[config.mk]
export PLATFORM = sky130hd
export DESIGN_NAME = aes_key_sched
export DESIGN_NICKNAME = d
export VERILOG_FILES = /design/src/rtl/aes_pkg.sv /design/src/rtl/aes_key_round.sv /design/src/rtl/aes_key_sched.sv
export SDC_FILE = /design/constraint.sdc
export NUM_CORES = 2
export LEC_CHECK = 0
export BUFFER_PORTS_ARGS = -buffer_cell sky130_fd_sc_hd__clkbuf_2
export CAP_MARGIN = 10
export CORE_ASPECT_RATIO = 0.5
export CORE_MARGIN = 10
export CORE_UTILIZATION = 50
export CTS_CLUSTER_SIZE = 14
export DETAILED_ROUTE_END_ITERATION = 10
export PLACE_DENSITY = 0.66
export SLEW_MARGIN = 20
export SYNTH_ARGS = -nofsm -noshare
export SYNTH_HDL_FRONTEND = slang
export SYNTH_SLANG_ARGS = --single-unit
[constraint.sdc]
create_clock -name aes_clk -period 7.9 [get_ports aes_clk]
set_clock_uncertainty 0.2 [all_clocks]
set_input_delay 2.37 -clock aes_clk [delete_from_list [all_inputs] [get_ports aes_clk]]
set_output_delay 2.37 -clock aes_clk [all_outputs]
set_load 0.01 [all_outputs]
[src/rtl/aes_pkg.sv]
// Shared AES constants and types: S-box, round constants, key matrix and
// key-schedule state encoding.
package aes_pkg;

    localparam int unsigned NO_ROWS   = 4;
    localparam int unsigned NO_COLS   = 4;
    localparam int unsigned NO_ROUNDS = 10;
    localparam int unsigned RC_W      = 4;

    // m[row][col]; one column is one 32-bit key word with row 0 as its MSB
    typedef logic [NO_ROWS-1:0][NO_COLS-1:0][7:0] aes_mat_t;
    typedef logic [NO_ROWS-1:0][7:0]              aes_word_t;

    typedef enum logic [1:0] {IDLE, EXPAND, READY} key_sched_state_e;

    localparam logic [7:0] SBOX [256] = '{
        8'h63, 8'h7c, 8'h77, 8'h7b, 8'hf2, 8'h6b, 8'h6f, 8'hc5, 8'h30, 8'h01, 8'h67, 8'h2b, 8'hfe, 8'hd7, 8'hab, 8'h76,
        8'hca, 8'h82, 8'hc9, 8'h7d, 8'hfa, 8'h59, 8'h47, 8'hf0, 8'had, 8'hd4, 8'ha2, 8'haf, 8'h9c, 8'ha4, 8'h72, 8'hc0,
        8'hb7, 8'hfd, 8'h93, 8'h26, 8'h36, 8'h3f, 8'hf7, 8'hcc, 8'h34, 8'ha5, 8'he5, 8'hf1, 8'h71, 8'hd8, 8'h31, 8'h15,
        8'h04, 8'hc7, 8'h23, 8'hc3, 8'h18, 8'h96, 8'h05, 8'h9a, 8'h07, 8'h12, 8'h80, 8'he2, 8'heb, 8'h27, 8'hb2, 8'h75,
        8'h09, 8'h83, 8'h2c, 8'h1a, 8'h1b, 8'h6e, 8'h5a, 8'ha0, 8'h52, 8'h3b, 8'hd6, 8'hb3, 8'h29, 8'he3, 8'h2f, 8'h84,
        8'h53, 8'hd1, 8'h00, 8'hed, 8'h20, 8'hfc, 8'hb1, 8'h5b, 8'h6a, 8'hcb, 8'hbe, 8'h39, 8'h4a, 8'h4c, 8'h58, 8'hcf,
        8'hd0, 8'hef, 8'haa, 8'hfb, 8'h43, 8'h4d, 8'h33, 8'h85, 8'h45, 8'hf9, 8'h02, 8'h7f, 8'h50, 8'h3c, 8'h9f, 8'ha8,
        8'h51, 8'ha3, 8'h40, 8'h8f, 8'h92, 8'h9d, 8'h38, 8'hf5, 8'hbc, 8'hb6, 8'hda, 8'h21, 8'h10, 8'hff, 8'hf3, 8'hd2,
        8'hcd, 8'h0c, 8'h13, 8'hec, 8'h5f, 8'h97, 8'h44, 8'h17, 8'hc4, 8'ha7, 8'h7e, 8'h3d, 8'h64, 8'h5d, 8'h19, 8'h73,
        8'h60, 8'h81, 8'h4f, 8'hdc, 8'h22, 8'h2a, 8'h90, 8'h88, 8'h46, 8'hee, 8'hb8, 8'h14, 8'hde, 8'h5e, 8'h0b, 8'hdb,
        8'he0, 8'h32, 8'h3a, 8'h0a, 8'h49, 8'h06, 8'h24, 8'h5c, 8'hc2, 8'hd3, 8'hac, 8'h62, 8'h91, 8'h95, 8'he4, 8'h79,
        8'he7, 8'hc8, 8'h37, 8'h6d, 8'h8d, 8'hd5, 8'h4e, 8'ha9, 8'h6c, 8'h56, 8'hf4, 8'hea, 8'h65, 8'h7a, 8'hae, 8'h08,
        8'hba, 8'h78, 8'h25, 8'h2e, 8'h1c, 8'ha6, 8'hb4, 8'hc6, 8'he8, 8'hdd, 8'h74, 8'h1f, 8'h4b, 8'hbd, 8'h8b, 8'h8a,
        8'h70, 8'h3e, 8'hb5, 8'h66, 8'h48, 8'h03, 8'hf6, 8'h0e, 8'h61, 8'h35, 8'h57, 8'hb9, 8'h86, 8'hc1, 8'h1d, 8'h9e,
        8'he1, 8'hf8, 8'h98, 8'h11, 8'h69, 8'hd9, 8'h8e, 8'h94, 8'h9b, 8'h1e, 8'h87, 8'he9, 8'hce, 8'h55, 8'h28, 8'hdf,
        8'h8c, 8'ha1, 8'h89, 8'h0d, 8'hbf, 8'he6, 8'h42, 8'h68, 8'h41, 8'h99, 8'h2d, 8'h0f, 8'hb0, 8'h54, 8'hbb, 8'h16
    };

    // Indexed by round counter; entries beyond the last round are unused padding
    localparam logic [7:0] RCON [16] = '{
        8'h00, 8'h01, 8'h02, 8'h04, 8'h08, 8'h10, 8'h20, 8'h40,
        8'h80, 8'h1b, 8'h36, 8'h00, 8'h00, 8'h00, 8'h00, 8'h00
    };

    function automatic aes_word_t sub_word(input aes_word_t w);
        aes_word_t res;
        for (int r = 0; r < NO_ROWS; r++) begin
            res[r] = SBOX[w[r]];
        end
        return res;
    endfunction

endpackage

[src/rtl/aes_key_round.sv]
// One AES-128 key-expansion step: next round key from previous key and round index.
module aes_key_round
    import aes_pkg::*;
(
    input  logic [NO_ROWS-1:0][NO_COLS-1:0][7:0] prev_key_i,
    input  logic [RC_W-1:0]                      rc_i,
    output logic [NO_ROWS-1:0][NO_COLS-1:0][7:0] next_key_o
);

    aes_word_t rot_w;
    aes_word_t acc_w;

    always_comb begin
        rot_w[0] = prev_key_i[1][NO_COLS-1];
        rot_w[1] = prev_key_i[2][NO_COLS-1];
        rot_w[2] = prev_key_i[3][NO_COLS-1];
        rot_w[3] = prev_key_i[0][NO_COLS-1];
        acc_w    = sub_word(rot_w);
        acc_w[0] = acc_w[0] ^ RCON[rc_i];
        // Each new column chains off the one just produced
        for (int c = 0; c < NO_COLS; c++) begin
            for (int r = 0; r < NO_ROWS; r++) begin
                acc_w[r]         = acc_w[r] ^ prev_key_i[r][c];
                next_key_o[r][c] = acc_w[r];
            end
        end
    end

endmodule

[src/rtl/aes_key_sched.sv]
// Round-key responder: expands a loaded AES-128 key one round per cycle and
// serves round-key requests from the encryption core with 1-cycle latency.
module aes_key_sched
    import aes_pkg::*;
(
    input  logic                                 aes_clk,
    input  logic                                 resetn,
    input  logic                                 key_load_i,
    input  logic [NO_ROWS-1:0][NO_COLS-1:0][7:0] cipher_key_i,
    input  logic                                 key_req_i,
    input  logic [3:0]                           key_sel_i,
    output logic                                 key_vld_o,
    output logic [NO_ROWS-1:0][NO_COLS-1:0][7:0] round_key_o,
    output logic                                 key_err_o,
    output logic                                 sched_rdy_o
);

    localparam int unsigned      NO_SLOTS = NO_ROUNDS + 1;
    localparam logic [RC_W-1:0]  LAST_RC  = RC_W'(NO_ROUNDS);

    key_sched_state_e state_q, state_d;
    logic [RC_W-1:0]  rc_q, rc_d;
    aes_mat_t         key_store_q [NO_SLOTS];
    aes_mat_t         key_store_d [NO_SLOTS];
    aes_mat_t         prev_key_q, prev_key_d;
    aes_mat_t         round_key_q, round_key_d;
    aes_mat_t         next_key;
    logic             key_vld_q, key_vld_d;
    logic             key_err_q, key_err_d;
    logic             sched_rdy_q, sched_rdy_d;

    aes_key_round u_key_round (
        .prev_key_i (prev_key_q),
        .rc_i       (rc_q),
        .next_key_o (next_key)
    );

    // Next state, key store update and request response
    always_comb begin
        state_d     = state_q;
        rc_d        = rc_q;
        key_store_d = key_store_q;
        prev_key_d  = prev_key_q;
        round_key_d = round_key_q;
        key_vld_d   = 1'b0;
        key_err_d   = 1'b0;

        if (key_load_i) begin
            key_store_d[0] = cipher_key_i;
            prev_key_d     = cipher_key_i;
            rc_d           = RC_W'(1);
            state_d        = EXPAND;
        end else begin
            case (state_q)
                EXPAND: begin
                    key_store_d[rc_q] = next_key;
                    prev_key_d        = next_key;
                    if (rc_q == LAST_RC) begin
                        rc_d    = '0;
                        state_d = READY;
                    end else begin
                        rc_d = rc_q + RC_W'(1);
                    end
                end
                READY: begin
                    if (key_req_i) begin
                        key_vld_d = 1'b1;
                        if (key_sel_i > LAST_RC) begin
                            key_err_d   = 1'b1;
                            round_key_d = '0;
                        end else begin
                            round_key_d = key_store_q[key_sel_i];
                        end
                    end
                end
                default: ;
            endcase
        end

        sched_rdy_d = (state_d == READY);
    end

    always_ff @(posedge aes_clk or negedge resetn) begin
        if (!resetn) begin
            state_q     <= IDLE;
            rc_q        <= '0;
            prev_key_q  <= '0;
            round_key_q <= '0;
            key_vld_q   <= 1'b0;
            key_err_q   <= 1'b0;
            sched_rdy_q <= 1'b0;
            for (int i = 0; i < NO_SLOTS; i++) begin
                key_store_q[i] <= '0;
            end
        end else begin
            state_q     <= state_d;
            rc_q        <= rc_d;
            prev_key_q  <= prev_key_d;
            round_key_q <= round_key_d;
            key_vld_q   <= key_vld_d;
            key_err_q   <= key_err_d;
            sched_rdy_q <= sched_rdy_d;
            for (int i = 0; i < NO_SLOTS; i++) begin
                key_store_q[i] <= key_store_d[i];
            end
        end
    end

    assign key_vld_o   = key_vld_q;
    assign key_err_o   = key_err_q;
    assign round_key_o = round_key_q;
    assign sched_rdy_o = sched_rdy_q;

endmodule

# After elaboration in Yosys (flattened, before gate mapping)
# Memory sizes are Yosys's and may differ from the RTL's.
# Cells that the tools add are included.
# Widths: inputs -> output; s select.
[word_totals]
ff_bits = 1673
rom_bits = 8320
in_bits = 136
out_inout_bits = 131
word_cells = 293
memories = 5
[mem_list]
columns = ["memory", "depth", "width", "rd", "rd_clocked_by_memory_dff", "wr", "line", "text"]
rows = [
  ["(name not given)", 256, 8, 1, 0, 0, "aes_pkg.sv:44", "res[r] = SBOX[w[r]];"],
  ["(name not given)", 256, 8, 1, 0, 0, "aes_pkg.sv:44", ""],
  ["(name not given)", 256, 8, 1, 0, 0, "aes_pkg.sv:44", ""],
  ["(name not given)", 256, 8, 1, 0, 0, "aes_pkg.sv:44", ""],
  ["(name not given)", 16, 8, 1, 0, 0, "aes_key_round.sv:19", "acc_w[0] = acc_w[0] ^ RCON[rc_i];"],
]
[op_classes]
addsub = 1
order_cmp = 8
n_eq_ne = 4
n_mux = 34
n_bitwise = 24
n_reduce_logical = 4
[ops]
columns = ["operator", "count"]
rows = [
  ["$bwmux 1408", 1],
  ["$mux 1408", 1],
  ["$mux 128", 7],
  ["$bmux 128 s4", 1],
  ["$demux 128 s4", 1],
  ["$xor 8x8->8", 17],
  ["$mux 8", 10],
  ["$ge 9x9->1 const B", 4],
  ["$not 8->9", 4],
  ["$mux 4", 3],
  ["$ge 5x5->1 const B", 2],
  ["$not 4->5", 2],
  ["$mux 1", 7],
  ["$mux 2", 3],
  ["$lt 5x1->1 const B", 1],
  ["$add 4x1->4 const B", 1],
  ["$eq 2x2->1 const B", 2],
  ["$eq 4x4->1 const B", 1],
  ["$gt 4x4->1 const B", 1],
  ["$reduce_and 3->1", 1],
  ["$eq 2x1->1 const B", 1],
  ["$reduce_and 2->1", 1],
  ["$reduce_bool 2->1", 1],
  ["$logic_and 1x1->1", 1],
  ["$not 1->1", 1],
]

# Logic depth before layout (Yosys ltp)
[logic_depth]
depth_word = 12
mapped_depth = 18
ltp_nobuf = 11

# By module
# A second synthesis with hierarchy kept.
[hier_totals]
hier_cells = 7948
area_unflattened_um2 = 91049.8
[modules_own_cells]
columns = ["module", "instances", "cells_each", "area_per_inst_um2"]
rows = [
  ["aes_key_sched", 1, 5595, 75137.1],
  ["aes_key_round", 1, 2353, 15912.8],
]

# Worst setup path after synthesis
# OpenSTA, ideal clock, no wires.
[synth_path]
kind = "input -> register"
from = "in key_sel_i[0]"
to = "reg round_key_q, in the netlist round_key_o[63]"
setup_time_ps = 137
arrival_ps = 4687
t_required_ps = 7563
path_slack_ps = 2876
stages = 7
n_path_buf = 4
path_cell_list = "clkbuf_1 clkbuf_1 buf_1 buf_1 mux4_2 a21oi_1 a21oi_1"
[synth_between]
elab_chain_len = 5
elab_cells_between_ends = 6
[synth_rtl]
columns = ["element", "line", "text"]
rows = [
  ["start, declared", "aes_key_sched.sv:11", "input logic [3:0] key_sel_i,"],
  ["$not 4->5 (implied by the code)", "aes_key_sched.sv:72", "round_key_d = key_store_q[key_sel_i];"],
  ["$bmux 128 s4", "aes_key_sched.sv:72", ""],
  ["$mux 128 (implied by the code) (2 in series)", "aes_key_sched.sv:72", ""],
  ["$mux 128 (*)", "aes_key_sched.sv:68", "if (key_sel_i > LAST_RC) begin"],
  ["end signal, assigned", "aes_key_sched.sv:99", "round_key_q <= round_key_d;"],
  ["end, declared", "aes_key_sched.sv:26", "aes_mat_t round_key_q, round_key_d;"],
]
# Mark *: on every way between the ends. The rest lies on a longest branch, timed or not. The select of a mux whose other input is x is not followed.
# A chain may end at the register's enable or synchronous reset.

# Final worst setup path
[layout_path]
from = "reg prev_key_q[121] (netlist name)"
to = "reg key_store_q[1374] (netlist name)"
[layout_between]
elab_chain_len = 11
[layout_rtl]
columns = ["element", "line", "text"]
rows = [
  ["start, declared", "aes_key_sched.sv:25", "aes_mat_t prev_key_q, prev_key_d;"],
  ["start signal, assigned", "aes_key_sched.sv:98", "prev_key_q <= prev_key_d;"],
  ["$not 8->9 (implied by the code)", "aes_pkg.sv:44", ""],
  ["$mem_v2 256x8", "n/a", ""],
  ["$mux 8 (implied by the code) (2 in series)", "aes_pkg.sv:44", ""],
  ["$xor 8x8->8 (4 in series)", "aes_key_round.sv:23", "acc_w[r] = acc_w[r] ^ prev_key_i[r][c];"],
  ["$bwmux 1408", "aes_key_sched.sv:56", "key_store_d[rc_q] = next_key;"],
  ["$mux 1408", "aes_key_sched.sv:54", "case (state_q)"],
  ["$mux 128", "aes_key_sched.sv:48", "if (key_load_i) begin"],
  ["end signal, assigned by index", "aes_key_sched.sv:104", "key_store_q[i] <= key_store_d[i];"],
  ["end, declared", "aes_key_sched.sv:23", "aes_mat_t key_store_q [NO_SLOTS];"],
]
# No other way between the ends. The select of a mux whose other input is x is not followed.

==> summary.txt <==
GRT
  – Number of global-route vias before repair: 71.3k
  – Gr usage total: 31.0%
  – Overflow after GRT: 0
  – Largest net degree at the start of global routing: 160
  – Initial antenna violation count: 17
  – First-pass GRT wire length: 476 mm

Clocking
  – Post-CTS Setup Bufs: 0
  – Root Buffer: clkbuf_16
  – CTS Sinks: 1673
  – Clk_lat worst skew: 0.83 ns
  – Clock buffer count from CTS: 162
  – Clock-pin slew on the worst setup and hold paths: 0.06 ns
  – CTS tree: done
  – Post-CTS sizing: 0
  – Hold buffer count at cts: 0
  – Clock Path Buffers: 4
  – H-tree Lvls: 4

Power
  – Clk pwr share: 15.6%
  – Switching power share of the total: 48.8%
  – Leakage Power: 42.4 nW
  – Sw Pwr: 24.0 mW
  – Seq pwr share: 28.6%
  – PwrDens: 506 mW/mm^2
  – Internal power: 25.2 mW
  – Comb pwr share: 55.9%
  – Peak VDD IR: 0.350 mV

STA
  – Unrepaired setup endpoints after global routing: no
  – Tcrit/Tclk final: 80.1%
  – Fmax achieved: 158 MHz
  – Hold Fails Final Rpt: 0
  – Final worst slack: 1.57 ns
  – Fin Setup TNS: 0 ns
  – Final setup violation count: 0
  – Worst-margin pin slew: 1.10 ns
  – Slew Limit Fails: 0
  – Worst slew margin: 26.2%
  – Post-route minimum period: 6.33 ns

Run
  – Max_cap viols: 0

Setup path
  – Crit path buf inv count: 2
  – Critical path's slowest cell: dfrtp_1
  – Critical Path Source Type: flop
  – Setup crit end kind: flop
  – Most frequent CP cell: mux4_2
  – Top cell family by delay on the critical path: XOR/XNOR gates
  – CP required: 8.35 ns
  – CP Cell Sequence: inv_1 > ha_1 > buf_4 > nor2b_2 > nor2_1 > mux4_2 > mux2_2 > mux4_2 > xor3_2 > xnor2_4 > xnor2_1 > o221ai_1
  – Largest stage delay, worst path: 1.06 ns
  – R2R Path Start: prev_key_q[121]
  – R2R Path End: key_store_q[1374]
  – Worst Reg-to-Reg Cells: 12
  – Kind of critical path: reg -> reg
  – Critical Path AT: 6.78 ns
  – Reg2reg setup slack: 1.57 ns
  – Worst setup startpoint: prev_key_q[121]
  – Cell depth of the worst setup path: 12
  – Crit path capture: key_store_q[1374]
  – CP max FO: 30

Logic synthesis
  – Largest family of logic cells by synthesized area: compound AO/OA/AOI/OAI gates
  – Top_reg_cell synth: dfrtp_1
  – Synth Area in Compound Gates: 19.4%
  – Post-synth EDFFs: 0
  – XOR/XNOR Fraction of Synth Area: 3.07%
  – Count of cell types in the netlist: 115
  – Multiplexer share of the synthesized area: 11.3%
  – Asr flop ratio synth: 100%
  – Sequential area share after synthesis: 46.6%
  – Avg Inst Size Synth: 9.47 um^2
  – Share of the synthesized area in the top cell type: 46.6%
  – Post-synthesis adder-cell area fraction: 0.861%
  – Simple-Gate Fraction of Synth Area: 13.8%
  – #FFs+latches synth: 1673
  – Mapped Nets: 9683
  – Area leader, netlist: dfrtp_1
  – Synth area leaders: dfrtp_1 (47%), o21ai_0 (8.0%), mux4_2 (7.6%)
  – Cell area after synthesis: 0.0898 mm^2
  – Synth Instances: 9486
  – Yosys warns: 0

Floorplan
  – Core Rows: 109
  – IO Pins: 267
  – Die area: 0.198 mm^2
  – CORE AREA: 0.178 mm^2
  – Die Wd: 619 um
  – Initial Utilization: 50.6%
  – Die height: 320 um

Routing
  – Routed vias: 74.3k
  – # DRC: 0
  – DRT antenna net count: 0
  – Final WL: 315 mm
  – 1st-iter DRT viols: 9361
  – Drt via density: 6.39
  – Drt wl/cell: 27.1 um
  – Drt pass-1 iters: 9

Layout
  – Area Overhead vs Synth: 8.45%
  – Core Util, Final: 54.8%
  – Final Non-Filler Cells: 11.6k
  – NumNets Final: 9324
  – Share of layout cells above drive strength 1: 13.6%
  – Post-route design area: 0.0974 mm^2

Placed design
  – Count of buffers from port buffering: 266
  – Area after DPL: 0.0923 mm^2
  – Final GP Congestion: 1.04
  – Placed Instances: 11.3k
  – Worst slack, placed: 1.36 ns
  – Post-DP HPWL: 203 mm

Hold path
  – Hold WC Path Type: reg -> reg

Run status
  – Status: complete, no violations
[routing by layer]
layer	track usage (%)	vias to the layer above	part of all wire, %	routed length [um]
li1	-	32890	-	-
met5	0	-	0.028	87
met2	44.7	3547	43	134000
met1	45.2	37115	44	138000
met3	7.18	708	9.3	29400
met4	12.2	10	4.3	13700
[worst reg2reg max path, cell delays in order (launching register included)]
cell      delay (ns)
dfrtp_1         1.06
inv_1           0.49
ha_1            0.44
buf_4           0.22
nor2b_2         0.58
nor2_1          0.13
mux4_2          0.47
mux2_2          0.27
mux4_2          0.62
xor3_2          0.45
xnor2_4         0.25
xnor2_1         0.74
o221ai_1        0.25
[registers in the layout, indices dropped and copies added, names as in the netlist]
name / count
rc_q: 4
key_store_q: 1408
round_key_o: 128
prev_key_q: 128
sched_rdy_o: 1
key_err_o: 1
state_q: 2
key_vld_o: 1
[cell usage after synthesis, types with 37 or more instances]
cell type and instances:
mux4_2 302, a31oi_1 84, o211ai_1 67, nand3_1 100, nor3_1 99, mux2_2 129
o21a_1 50, or3_1 49, nand2_1 1552, dfrtp_1 1673, o31ai_1 39, a211oi_1 179
and2_1 37, o21ai_0 1429, xnor2_1 146, buf_2 132, mux2i_1 185, ha_1 61
nor2_1 648, clkbuf_1 712, nor2b_1 106, inv_1 67, nand2b_1 107, buf_1 78
xor2_1 64, a21oi_1 622, o311ai_0 48
[cells by family after synthesis]
kind of cell | Yosys count
simple gates | 2875
xor+xnor | 253
buf+inv | 1049
compound gates | 2954
flops | 1673
fa+ha+maj | 62
mux | 620
[per-stage QoR]
stage,hold WS (ns),power [mW]
after detailed placement,0.264,40.8
after floorplan,0.245,32.8
after global placement,0.255,40.6
final,0.274,49.3
after global routing,0.290,52.3
after CTS,0.278,48.6
[power groups by stage]
| stage | clock network, mW | registers (mW) | logic [mW] |
|---|---|---|---|
| after floorplan | 0 | 13.1 | 19.7 |
| after global placement | 0 | 14.0 | 26.5 |
| after detailed placement | 0 | 14.1 | 26.7 |
| after CTS | 7.76 | 14.0 | 26.8 |
| after global routing | 8.12 | 14.4 | 29.7 |
| final | 7.68 | 14.1 | 27.5 |
[area by class of cell]
| class | count | area (um^2) |
|---|---|---|
| Inverter | 73 | 282 |
| Timing Repair Buffer | 453 | 3390 |
| Fill cell | 15842 | 80200 |
| Tap cell | 2386 | 2990 |
| Sequential cell | 1673 | 41900 |
| Clock inverter | 35 | 327 |
| Antenna cell | 7 | 17.5 |
| Multi-Input combinational cell | 6764 | 43800 |
| Clock buffer | 238 | 4700 |
[how the worst min path moves through the flow]
stage                              endpoint  depth (start not counted)              start
after detailed placement    key_store_q[34]                          2    key_store_q[34]
after global routing      key_store_q[1143]                          2  key_store_q[1143]
after CTS                 key_store_q[1138]                          2  key_store_q[1138]
after global placement    key_store_q[1147]                          2  key_store_q[1147]
after floorplan           key_store_q[1024]                          2  key_store_q[1024]
final                     key_store_q[1021]                          2  key_store_q[1021]
[layout by cell type, fill, tap and decap left out, drive strengths merged, types with 23 or more instances in the layout]
cell type,instances
nand2b,108
inv,75
o221ai,32
mux2,130
nand2,1552
a311oi,34
a211o,29
buf,193
nor2,650
clkbuf,498
a221oi,27
ha,61
nor2b,106
mux2i,188
and3,23
a21oi,622
nand3,103
or2,25
o31ai,39
a31oi,86
o21a,50
a21o,25
nor3,99
nor3b,29
a211oi,179
xor2,69
xnor2,159
dfrtp,1673
o21ai,1475
or3,49
mux4,302
o211ai,67
and2,41
o22ai,26
clkinv,26
o311ai,52
Note: power is estimated with default switching activity, not from simulation.
